<file path="config.mk">
export PLATFORM = sky130hd
export DESIGN_NAME = rram_cmd_seq
export DESIGN_NICKNAME = d
export VERILOG_FILES = /design/src/rtl/rram_pkg.sv /design/src/rtl/rram_pulse_timer.sv /design/src/rtl/rram_cmd_seq.sv
export SDC_FILE = /design/constraint.sdc
export NUM_CORES = 1
export LEC_CHECK = 0
export BUFFER_PORTS_ARGS = -buffer_cell sky130_fd_sc_hd__buf_2
export CORE_MARGIN = 2
export CORE_UTILIZATION = 53
export DETAILED_ROUTE_END_ITERATION = 16
export GPL_ROUTABILITY_DRIVEN = 0
export PLACE_DENSITY = 0.76
export SETUP_SLACK_MARGIN = 0.05
export SLEW_MARGIN = 40
export SYNTH_ARGS = -nofsm -noshare
export SYNTH_HDL_FRONTEND = slang
export SYNTH_SLANG_ARGS = --single-unit
</file>
<file path="constraint.sdc">
create_clock -name clk -period 3 [get_ports clk]
set_input_delay 0.3 -clock clk [delete_from_list [all_inputs] [get_ports clk]]
set_output_delay 0.3 -clock clk [all_outputs]
set_load 0.005 [all_outputs]
</file>
<file path="src/rtl/rram_pkg.sv">
// rram_pkg: shared definitions for the RRAM command sequencer.
//   - Command opcodes carried on IO[3:0] during a CLE strobe.
//   - Sequencer state encoding.
//   - verify_expect(): expected sense value after a program pulse.
package rram_pkg;

  localparam logic [3:0] OpForm    = 4'b0111;
  localparam logic [3:0] OpSet     = 4'b0101;
  localparam logic [3:0] OpReset   = 4'b0100;
  localparam logic [3:0] OpRead    = 4'b0010;
  localparam logic [3:0] OpConfirm = 4'b0110;

  typedef enum logic [2:0] {
    StIdle,
    StCmd,
    StPulse,
    StGap,
    StVerify,
    StDone
  } state_e;

  // Opcodes that may open a command from idle.
  function automatic logic is_start_op(logic [3:0] op);
    return (op == OpForm) || (op == OpSet) || (op == OpReset) || (op == OpRead);
  endfunction

  // FORM and SET leave the cell conducting (1); RESET leaves it off (0).
  function automatic logic verify_expect(logic [3:0] op);
    return (op != OpReset);
  endfunction

endpackage

</file>
<file path="src/rtl/rram_pulse_timer.sv">
// rram_pulse_timer: down-counter that times the program pulse window.
//   clk_i     clock, rising edge
//   rst_i     asynchronous active-high reset
//   load_i    start a new window (overrides any window in progress)
//   length_i  window length in cycles; 0 is treated as 1
//   busy_o    a window is in progress
//   done_o    last cycle of the window
// After load_i on edge E, busy_o is high for exactly max(length_i,1) cycles and
// done_o marks the final one, so a consumer leaving on done_o at the next edge
// sees a window of exactly that length.
module rram_pulse_timer (
  input  logic       clk_i,
  input  logic       rst_i,
  input  logic       load_i,
  input  logic [7:0] length_i,
  output logic       busy_o,
  output logic       done_o
);

  logic [7:0] cnt_q;

  always_ff @(posedge clk_i or posedge rst_i) begin
    if (rst_i) begin
      cnt_q <= 8'd0;
    end else if (load_i) begin
      cnt_q <= (length_i == 8'd0) ? 8'd1 : length_i;
    end else if (cnt_q != 8'd0) begin
      cnt_q <= cnt_q - 8'd1;
    end
  end

  assign busy_o = (cnt_q != 8'd0);
  assign done_o = (cnt_q == 8'd1);

endmodule

</file>
<file path="src/rtl/rram_cmd_seq.sv">
// rram_cmd_seq: NAND-style command/address front end sequencing RRAM
// FORM / SET / RESET (program pulse + optional verify-retry) and READ.
//
// Ports
//   clk          clock, rising edge
//   rst          asynchronous active-high reset
//   CE           chip enable, active-low; high aborts any operation
//   CLE/ALE/WE   command latch, address latch, write strobe (rising WE edge)
//   IO           opcode on [3:0] (CLE) or address chunk (ALE), MSB chunk first
//   rram_data    cell sense result
//   pulse_len    program pulse length in cycles (0 treated as 1)
//   RB           ready(1)/busy(0)
//   rram_ce      array enable
//   rram_we      program pulse
//   rram_re      sense strobe
//   dout_block   latched block address (top BLK_W bits of the shift register)
//   dout_row     latched row address
//   dout_column  latched column address (LSBs)
//   op_pass      sticky pass result of the last operation
//   op_fail      sticky fail result of the last operation
//
// Build option: define RRAM_VERIFY_EN to compile in the verify/re-pulse loop
// for FORM/SET/RESET. Without it, programming ends after the gap cycle with
// op_pass=1 and no sense strobe; READ behaves identically in both builds.
module rram_cmd_seq
  import rram_pkg::*;
#(
  parameter int unsigned IO_W      = 4,
  parameter int unsigned BLK_W     = 4,
  parameter int unsigned ROW_W     = 32,
  parameter int unsigned COL_W     = 32,
  parameter int unsigned MAX_RETRY = 7
) (
  input  logic             clk,
  input  logic             rst,
  input  logic             CE,
  input  logic             CLE,
  input  logic             ALE,
  input  logic             WE,
  input  logic [IO_W-1:0]  IO,
  input  logic             rram_data,
  input  logic [7:0]       pulse_len,
  output logic             RB,
  output logic             rram_ce,
  output logic             rram_we,
  output logic             rram_re,
  output logic [BLK_W-1:0] dout_block,
  output logic [ROW_W-1:0] dout_row,
  output logic [COL_W-1:0] dout_column,
  output logic             op_pass,
  output logic             op_fail
);

  localparam int unsigned AddrW = BLK_W + ROW_W + COL_W;

  if (MAX_RETRY < 1 || MAX_RETRY > 15) begin : g_bad_max_retry
    $error("rram_cmd_seq: MAX_RETRY must be in 1..15");
  end
  if (IO_W < 4) begin : g_bad_io_w
    $error("rram_cmd_seq: IO_W must be at least 4");
  end

  state_e           state_q;
  logic [3:0]       op_q;
  logic [AddrW-1:0] addr_sr_q;
  logic             we_q;
  logic             arm_q;
  logic             rb_q;
  logic             ce_q;
  logic             rwe_q;
  logic             rre_q;
  logic             pass_q;
  logic             fail_q;
`ifdef RRAM_VERIFY_EN
  logic [3:0]       retry_q;
`endif

  logic       strobe;
  logic       cmd_strobe;
  logic       addr_strobe;
  logic [3:0] opcode;
  logic       confirm_pulse;
  logic       retry_pulse;
  logic       timer_load;
  logic       timer_busy;
  logic       timer_done;

  // arm_q masks the first edge after reset release so a WE held high through
  // reset is not mistaken for a fresh strobe.
  assign strobe      = arm_q & WE & ~we_q & ~CE;
  assign cmd_strobe  = strobe & CLE & ~ALE;
  assign addr_strobe = strobe & ALE & ~CLE;
  assign opcode      = IO[3:0];

  assign confirm_pulse = (state_q == StCmd) && cmd_strobe && (opcode == OpConfirm) &&
                         (op_q != OpRead);

`ifdef RRAM_VERIFY_EN
  assign retry_pulse = !CE && (state_q == StVerify) && (op_q != OpRead) &&
                       (rram_data != verify_expect(op_q)) &&
                       (32'(retry_q) < MAX_RETRY);
`else
  assign retry_pulse = 1'b0;
`endif

  assign timer_load = confirm_pulse | retry_pulse;

  rram_pulse_timer u_pulse_timer (
    .clk_i    (clk),
    .rst_i    (rst),
    .load_i   (timer_load),
    .length_i (pulse_len),
    .busy_o   (timer_busy),
    .done_o   (timer_done)
  );

  // Address shift register; contents survive across operations.
  always_ff @(posedge clk or posedge rst) begin
    if (rst) begin
      addr_sr_q <= '0;
    end else if (addr_strobe && (state_q == StCmd)) begin
      addr_sr_q <= {addr_sr_q[AddrW-IO_W-1:0], IO};
    end
  end

  assign dout_block  = addr_sr_q[AddrW-1 -: BLK_W];
  assign dout_row    = addr_sr_q[COL_W +: ROW_W];
  assign dout_column = addr_sr_q[COL_W-1:0];

  always_ff @(posedge clk or posedge rst) begin
    if (rst) begin
      state_q <= StIdle;
      op_q    <= 4'd0;
      we_q    <= 1'b0;
      arm_q   <= 1'b0;
      rb_q    <= 1'b1;
      ce_q    <= 1'b0;
      rwe_q   <= 1'b0;
      rre_q   <= 1'b0;
      pass_q  <= 1'b0;
      fail_q  <= 1'b0;
`ifdef RRAM_VERIFY_EN
      retry_q <= 4'd0;
`endif
    end else begin
      we_q  <= WE;
      arm_q <= 1'b1;
      if (CE) begin
        // Abort: RB low means the array was being driven.
        state_q <= StIdle;
        rb_q    <= 1'b1;
        ce_q    <= 1'b0;
        rwe_q   <= 1'b0;
        rre_q   <= 1'b0;
        if (!rb_q) begin
          fail_q <= 1'b1;
        end
      end else begin
        unique case (state_q)
          StIdle: begin
            if (cmd_strobe && is_start_op(opcode)) begin
              op_q    <= opcode;
              state_q <= StCmd;
            end
          end
          StCmd: begin
            if (cmd_strobe) begin
              if (opcode == OpConfirm) begin
                rb_q   <= 1'b0;
                ce_q   <= 1'b1;
                pass_q <= 1'b0;
                fail_q <= 1'b0;
`ifdef RRAM_VERIFY_EN
                retry_q <= 4'd0;
`endif
                if (op_q == OpRead) begin
                  rre_q   <= 1'b1;
                  state_q <= StVerify;
                end else begin
                  rwe_q   <= 1'b1;
                  state_q <= StPulse;
                end
              end else begin
                state_q <= StIdle;
              end
            end
          end
          StPulse: begin
            // Leaving on !timer_busy as well keeps the FSM from stalling if the
            // timer was ever idle here.
            if (timer_done || !timer_busy) begin
              rwe_q   <= 1'b0;
              state_q <= StGap;
            end
          end
          StGap: begin
`ifdef RRAM_VERIFY_EN
            rre_q   <= 1'b1;
            state_q <= StVerify;
`else
            pass_q  <= 1'b1;
            state_q <= StDone;
`endif
          end
          StVerify: begin
            rre_q <= 1'b0;
            if (op_q == OpRead) begin
              pass_q  <= rram_data;
              fail_q  <= 1'b0;
              state_q <= StDone;
            end else begin
`ifdef RRAM_VERIFY_EN
              if (rram_data == verify_expect(op_q)) begin
                pass_q  <= 1'b1;
                state_q <= StDone;
              end else if (retry_pulse) begin
                retry_q <= retry_q + 4'd1;
                rwe_q   <= 1'b1;
                state_q <= StPulse;
              end else begin
                fail_q  <= 1'b1;
                state_q <= StDone;
              end
`else
              state_q <= StDone;
`endif
            end
          end
          StDone: begin
            rb_q    <= 1'b1;
            ce_q    <= 1'b0;
            state_q <= StIdle;
          end
          default: begin
            state_q <= StIdle;
          end
        endcase
      end
    end
  end

  assign RB      = rb_q;
  assign rram_ce = ce_q;
  assign rram_we = rwe_q;
  assign rram_re = rre_q;
  assign op_pass = pass_q;
  assign op_fail = fail_q;

endmodule

</file>
# Word level (Yosys, flattened, before mapping)
# Cells that the tools add are included.
[op_classes]
n_reduce_logical = 26
add_sub_neg = 1
n_eq_ne = 24
n_bitwise = 11
n_mux = 35
[ops]
columns = ["op", "count"]
rows = [
  ["$mux W8", 3],
  ["$mux W1", 19],
  ["$mux W3", 6],
  ["$eq A4 B3 Y1 const B", 4],
  ["$ne A3 B3 Y1 const B", 5],
  ["$reduce_and A5 Y1", 3],
  ["$pmux W3 S4", 1],
  ["$reduce_bool A3 Y1", 4],
  ["$pmux W1 S2", 5],
  ["$reduce_and A3 Y1", 3],
  ["$eq A4 B2 Y1 const B", 2],
  ["$eq A8 B1 Y1 const B", 1],
  ["$logic_not A8 Y1", 1],
  ["$reduce_bool A8 Y1", 1],
  ["$sub A8 B1 Y8 const B", 1],
  ["$and A1 B1 Y1", 7],
  ["$eq A3 B2 Y1 const B", 2],
  ["$eq A3 B3 Y1 const B", 2],
  ["$ne A2 B2 Y1 const B", 3],
  ["$ne A3 B2 Y1 const B", 2],
  ["$logic_and A1 B1 Y1", 5],
  ["$logic_or A1 B1 Y1", 4],
  ["$ne A4 B2 Y1 const B", 1],
  ["$not A1 Y1", 4],
  ["8 further kinds", 8],
]
[word_totals]
reg_bits = 91
out_inout_bits = 74
input_bits = 19

# Logic depth before layout (Yosys ltp)
# Gate-level depths: netlist of run 1.
[depth]
word_depth = 9
mapped_depth = 6

# Cells and area by module
# Synthesis of run 1 repeated with hierarchy kept, for this count alone.
[unflattened]
hier_cells = 294
hier_area_um2 = 4032.6
[modules_own_cells]
columns = ["module", "seq_area_each_um2", "area_per_inst_um2", "cells_per_inst", "instances"]
rows = [
  ["rram_cmd_seq", 2078.2, 3472.1, 233, 1],
  ["rram_pulse_timer", 200.2, 560.5, 61, 1],
]

# Worst setup path after synthesis of run 1
# Ideal clock, no wire load.
[synth_path]
path_kind = "reg2reg"
start = "reg state_q[2]"
end = "reg op_q[0]"
path_stages_with_launch = 6
t_arrival_ps = 1702
path_buffers = 1
setup_ps = 125
synth_period_minus_slack_ps = 1826
slack_ps = 1174
cell_sequence = "dfrtp_1 > buf_2 > or3_1 > or2_0 > and3b_2 > mux2_2"
[synth_via]
elab_chain_len = 2
[synth_rtl]
columns = ["element", "line_no", "rtl"]
rows = [
  ["start, declared", "rram_cmd_seq.sv:63", "state_e state_q;"],
  ["start signal, assigned", "rram_cmd_seq.sv:132", "state_q <= StIdle;"],
  ["start signal, assigned", "rram_cmd_seq.sv:150", "state_q <= StIdle;"],
  ["start signal, assigned", "rram_cmd_seq.sv:163", "state_q <= StCmd;"],
  ["$logic_not A3 Y1", "rram_cmd_seq.sv:159", "unique case (state_q)"],
  ["$reduce_and A3 Y1 (no source line)", "n/a", ""],
  ["end signal, assigned", "rram_cmd_seq.sv:162", "op_q <= opcode;"],
  ["end, declared", "rram_cmd_seq.sv:64", "logic [3:0] op_q;"],
]
# Every way passes these cells.
# A chain may end at the register's enable or synchronous reset.

# Worst setup path after layout of run 1
[layout_path]
start = "reg state_q[2]"
end = "reg addr_sr_q[46]"
[layout_via]
elab_chain_len = 2
[layout_rtl]
columns = ["element", "line_no", "rtl"]
rows = [
  ["$eq A3 B1 Y1", "rram_cmd_seq.sv:121", "end else if (addr_strobe && (state_q == StCmd)) begin"],
  ["$logic_and A1 B1 Y1", "rram_cmd_seq.sv:121", ""],
  ["end signal, assigned", "rram_cmd_seq.sv:122", "addr_sr_q <= {addr_sr_q[AddrW-IO_W-1:0], IO};"],
  ["end, declared", "rram_cmd_seq.sv:65", "logic [AddrW-1:0] addr_sr_q;"],
]
# Every way passes these cells.

==> flow_metrics.py, run 1 <==
metrics = {
    "floorplanning": {
        "initial_core_util_pct": 54.41,
        "coreArea_um2": 7214,
        "die-area_um2": 8110,
        "fp.dieW_um": 90.06,
        "die_h_um": 90.06,
        "rows": 31,
        "io_pins": 93,
    },
    "drt": {
        "drt_first_pass_iters": 4,
        "via_per_inst": 5.237,
        "drt_iter0_markers": 119,
        "postRouteAntennaNets": 0,
        "postRouteWirelength_mm": 7.046,
        "wire_per_inst_um": 15.02,
        "vias": 2456,
        "drc": 0,
    },
    "cells_and_area": {
        "nets": 386,
        "utilization_pct": 65.47,
        "areaGrowthSynthToFinish_pct": 20.34,
        "layout-drive-gt1-share_pct": 54.86,
        "antenna-diode-count": 0,
        "fill_cells": 579,
    },
    "sta": {
        "relSlewSlack_pct": 62.46,
        "setup_viol": 0,
        "worstMarginPinSlew_ps": 557.9,
        "finalSetupTns_ps": 0,
        "finalHoldViolCount": 0,
        "period_needed_ps": 2234,
        "fin_hold_ws_ps": 70.77,
        "drv_slew": 0,
        "fmax_mhz": 447.6,
        "fin_crit_sh_pct": 74.48,
        "fin_skew_ps": 10.28,
        "rsz0062_at_grt": "no",
    },
    "min_path": {
        "hold_path_class": "primary input to register",
    },
    "setup_path": {
        "crit_fanout": 46,
        "path_class": "register to register",
        "crit_slowest_cell": "dfrtp_1",
        "arrival_ps": 2480,
        "critPathLaunchType": "register",
        "critPathMaxStageDelay_ps": 520,
        "r2r_slack_ps": 770,
        "required_ps": 3250,
        "reg2reg_to": "addr_sr_q[46]$_DFFE_PP0P_",
        "endpoint_kind": "register",
        "cp-endpoint": "addr_sr_q[46]$_DFFE_PP0P_",
        "reg2reg_from": "state_q[2]$_DFFE_PP0P_",
        "startpoint": "state_q[2]$_DFFE_PP0P_",
        "reg2regPathDepth": 4,
        "path_cells": "nor3b_4 > nand4b_4 > buf_12 > mux2_4",
    },
    "logic_synthesis": {
        "syn_nets": 289,
        "yosysTopAreaCell": "dfrtp_1",
        "seq_area_frac_synth_pct": 58.05,
        "synthTopCellsByCount": "90 x dfrtp_1, 60 x mux2_2, 20 x mux2_4",
        "synth-edff-count": 0,
        "synth_top_area_share_pct": 57.38,
        "synth-seq-cells": 91,
        "ys.flop_type": "dfrtp_1",
        "postSynthCellCount": 268,
        "ys_types": 55,
        "synthTopCellsByArea": "dfrtp_1 57%, mux2_2 17%, mux2_4 7.7%, nor2b_1 1.3%, nor2_1 0.86%",
        "synth_most_common_cell": "dfrtp_1",
        "synth-async-reset-ratio_pct": 100.0,
        "yosys_warnings": 0,
        "synth_area_um2": 3925,
        "syn_avg_cell_area_um2": 14.65,
    },
    "place": {
        "dp.final_hpwl_mm": 4.960,
        "port_buffers": 92,
    },
    "global_route": {
        "grt_antenna_before_repair": 0,
        "grtUsageTotal_pct": 18.14,
        "grt_max_degree": 62,
        "grt_pass1_vias": 2390,
        "gr-total-overflow": 0,
        "grt_pass1_wl_mm": 11.72,
    },
    "status": {
        "status": "finished clean",
    },
    "clock_network": {
        "cts-root-buf": "clkbuf_8",
        "cts-buffers-inserted": 9,
        "cts_sinks": 91,
        "cts_tree": "yes",
        "clk_pin_slew_worst_paths_ps": 90,
        "clk_latency_ps": 360,
        "clockBufferDepth": 2,
        "htreeDepth": 3,
    },
    "power_and_ir_drop": {
        "pwr_density_cell_nw_per_um2": 544.0,
        "power_uw": 2569,
        "vdd_drop_max_v": 0.0002948,
        "power.leakage_uw": 0.002619,
    },
    "run": {
        "cap_violations": 0,
    },
}
## critical path: cells and delay by family (launching register included)
kind          cells  cell delay [ps]
flops             1              520
mux               1              320
buf+inv           1              390
simple gates      2              880
## kinds of logic after synthesis
family                     count (synthesis)  synth area share [%]
AOI/OAI and AO/OA                         24                 4.559
other                                      1               0.09554
xor gates and xnor gates                   3                0.6696
DFF                                       91                 58.05
buffers and inverters                     16                 2.199
muxes                                     81                 25.12
adders and majority gates                  2                0.6374
and+or+nand+nor                           50                 8.671
## layout make-up
type / instances / area, um2 / share of cell area [%]
multi-input combinational: 161 / 1569 / 33.22
clock buffer: 10 / 137.6 / 2.914
inverter: 6 / 23.77 / 0.5033
clock inverter: 6 / 72.57 / 1.536
timing repair buffer: 96 / 518.0 / 10.97
tap: 99 / 123.9 / 2.623
sequential: 91 / 2278 / 48.24
## worst min path at each step
stage / start / end / slack, ps / depth (start not counted)
after floorplan: WE / we_q$_DFF_PP0_ / 330 / 0
after global placement: rst / addr_sr_q[65]$_DFFE_PP0P_ / 360 / 2
after detailed placement: rst / addr_sr_q[57]$_DFFE_PP0P_ / 370 / 2
after CTS: WE / we_q$_DFF_PP0_ / 50 / 1
after global routing: WE / we_q$_DFF_PP0_ / 50 / 1
final: WE / we_q$_DFF_PP0_ / 70 / 1
## flip-flops by register name, summed over array words and instances, names as in the netlist, 3 cells and up
register and cells:
u_pulse_timer.cnt_q 8, addr_sr_q 68, op_q 4, state_q 3
## layer usage
metal,track usage [%],wire length [um],vias to the layer above
li1,-,-,1170
met1,26.32,3280,1209
met2,26.94,3339,69
met3,3.185,317,8
met4,8.205,109,0
met5,0,0,-
## stage by stage
| step | cells | instance area (um2) | setup slack [ps] |
|---|---|---|---|
| after floorplan | 268 | 3925 | 338.0 |
| after global placement | 452 | 4503 | 834.7 |
| after detailed placement | 452 | 4503 | 785.3 |
| after CTS | 469 | 4723 | 785.4 |
| after global routing | 469 | 4723 | 665.1 |
| final | 469 | 4723 | 765.6 |
## timing repair
item | CTS | global route
hold buffers | 1 | 0
setup buffers | 0 | 0
gates resized for setup | 0 | 0
endpoints found under the hold margin | 29 | 0
## placed cells by master, fill, tap and decap left out, types with 3 or more instances in the layout
cell type and instances:
clkinv_4 3, mux2_4 20, xnor2_1 3, a21oi_1 4, nor2b_1 8, nand3_1 3, clkbuf_8 10, nor2_1 9
nand2_1 3, inv_1 5, nor3b_1 3, buf_2 92, dfrtp_1 90, nor3_1 3, nor4_1 4, mux2_2 60
## where the power goes
part / switching [uW] / total [uW] / internal (uW)
clock: 434 / 849 / 415
combinational: 168 / 352 / 184
sequential: 77.4 / 1370 / 1290
total: 679 / 2570 / 1890
No activity file was read; power rests on OpenSTA's default activity.
==> run 2: changes to the inputs <==
--- a/config.mk
+++ b/config.mk
@@ -7,10 +7,10 @@
 export LEC_CHECK = 0
 export BUFFER_PORTS_ARGS = -buffer_cell sky130_fd_sc_hd__buf_2
 export CORE_MARGIN = 2
-export CORE_UTILIZATION = 53
+export CORE_UTILIZATION = 48
 export DETAILED_ROUTE_END_ITERATION = 16
 export GPL_ROUTABILITY_DRIVEN = 0
-export PLACE_DENSITY = 0.76
+export PLACE_DENSITY = 0.72
 export SETUP_SLACK_MARGIN = 0.05
 export SLEW_MARGIN = 40
 export SYNTH_ARGS = -nofsm -noshare
==> constraint.sdc (replaced) <==
create_clock -name clk -period 1.9 [get_ports clk]
set_input_delay 0.19 -clock clk [delete_from_list [all_inputs] [get_ports clk]]
set_output_delay 0.19 -clock clk [all_outputs]
set_load 0.005 [all_outputs]
==> run 2 against run 1 <==
Hold slack improved by 6.8 ps. Clock-buffer cell count fell by 1. Register-to-register slack got worse by 680 ps. Global-route usage fell by 0.72 points.
==> flow_metrics.py, run 2 (synthesis gave the netlist of run 1 again) <==
metrics = {
    "status": {
        "status": "finished clean",
    },
    "cells_and_area": {
        "final_cell_mix": "92 x buf_2, 88 x dfrtp_1, 60 x mux2_2, 20 x mux2_4, 15 x buf_4",
        "regMostFlops": "addr_sr_q",
        "antenna-diode-count": 0,
        "nets": 403,
        "largest_reg_flops": 68,
        "areaGrowthSynthToFinish_pct": 23.65,
        "final_common_cell": "buf_2",
        "layout-drive-gt1-share_pct": 58.03,
        "top_regs": "addr_sr_q x68, u_pulse_timer.cnt_q x8, op_q x4",
    },
    "global_route": {
        "grt_pass1_vias": 2414,
        "grt_antenna_before_repair": 0,
        "grt_max_degree": 92,
        "grtUsageTotal_pct": 17.43,
        "grt_pass1_wl_mm": 11.83,
        "gr-total-overflow": 0,
    },
    "drt": {
        "via_per_inst": 5.275,
        "wire_per_inst_um": 15.45,
        "drc": 0,
        "drt_first_pass_iters": 4,
        "postRouteWirelength_mm": 7.538,
        "drt_iter0_markers": 104,
        "postRouteAntennaNets": 0,
        "vias": 2574,
    },
    "sta": {
        "fin_hold_ws_ps": 77.60,
        "fmax_mhz": 552.2,
        "fin_skew_ps": 12.43,
        "setup_viol": 0,
        "period_needed_ps": 1811,
        "rsz0062_at_grt": "yes",
        "finalSetupTns_ps": 0,
        "drv_slew": 0,
        "fin_crit_sh_pct": 95.31,
        "finalHoldViolCount": 0,
    },
    "min_path": {
        "hold_path_class": "primary input to register",
    },
    "setup_path": {
        "crit_fanout": 10,
        "required_ps": 2130,
        "r2r_slack_ps": 90,
        "endpoint_kind": "register",
        "path_class": "register to register",
        "arrival_ps": 2050,
        "critPathLaunchType": "register",
    },
    "clock_network": {
        "htreeDepth": 3,
        "clk_latency_ps": 360,
        "clockBufferDepth": 2,
        "clk_pin_slew_worst_paths_ps": 90,
        "cts_tree": "yes",
        "cts_sinks": 91,
        "cts-buffers-inserted": 9,
        "cts-root-buf": "clkbuf_8",
    },
    "power_and_ir_drop": {
        "vdd_drop_max_v": 0.0005138,
        "pwr_density_cell_nw_per_um2": 831.3,
        "power.leakage_uw": 0.002681,
    },
    "floorplanning": {
        "rows": 32,
        "die_h_um": 94.43,
        "io_pins": 93,
        "initial_core_util_pct": 50.27,
        "fp.dieW_um": 94.43,
        "coreArea_um2": 7807,
        "die-area_um2": 8916,
    },
    "run": {
        "cap_violations": 0,
    },
    "place": {
        "port_buffers": 92,
        "dp.final_hpwl_mm": 5.218,
    },
}
## run 2: cell count changes in the layout (fill, tap and decap cells not counted), moves of 2 or more
cell        delta
clkinvlp_4     +2
buf_4         +14
dfrtp_1        -2
dfrtp_2        +2
clkinv_4       -2
## run 2: cell type report
type | instances | area [um2]
tap | 102 | 127.6
sequential | 91 | 2281
clock buffer | 9 | 123.9
inverter | 6 | 26.28
multi-input combinational | 162 | 1599
clock inverter | 6 | 42.54
fill | 632 | 2954
timing repair buffer | 112 | 653.1
## run 2: metrics by stage
step	cell area [um2]	total power (uW)	setup slack (ps)	util, %	std cells
6_report	4853	4035	89.02	62.16	488
5_1_grt	4853	4260	42.78	62.16	488
4_1_cts	4801	4013	56.41	61.49	484
3_5_place_dp	4597	2831	4.751	58.88	465
3_3_place_gp	4597	2796	100.6	58.88	465
2_1_floorplan	3929	2604	73.61	-	268
## run 2: power by group
part           leakage [uW]  switching, uW  internal [uW]
sequential          0.00124            129           2040
combinational       0.00136            333            384
clock             0.0000815            679            470
## run 2: worst paths after layout
kind | startpoint | endpoint | cells after the start
min | pulse_len[4] | u_pulse_timer.cnt_q[4]$_DFFE_PP0P_ | 2
max in group asynchronous | rst | state_q[2]$_DFFE_PP0P_ | 4
min in group asynchronous | rst | arm_q$_DFF_PP0_ | 4
max | state_q[2]$_DFFE_PP0P_ | op_q[0]$_DFFE_PP0P_ | 4
min reg2reg | addr_sr_q[65]$_DFFE_PP0P_ | addr_sr_q[65]$_DFFE_PP0P_ | 1
max reg2reg | state_q[2]$_DFFE_PP0P_ | op_q[0]$_DFFE_PP0P_ | 4
## run 2: critical path, stage by stage (launching register included)
cell	delay (ps)
dfrtp_2	480
or3_1	380
or2_0	220
and3b_2	290
mux2_2	340
## run 2: repair_timing
item	CTS	global route
setup buffers	2	3
setup endpoints to repair	4	61
endpoints found under the hold margin	83	0
pin swaps	0	3
cloned	0	1
hold buffers	2	0
resized for setup	1	7
## run 2: metal layers
layer	global-route usage (%)	vias to the layer above	wire length [um]
li1	-	1208	-
met1	24.12	1271	3467
met2	26.01	85	3485
met3	4.709	10	448
met4	7.488	0	137
met5	0	-	0
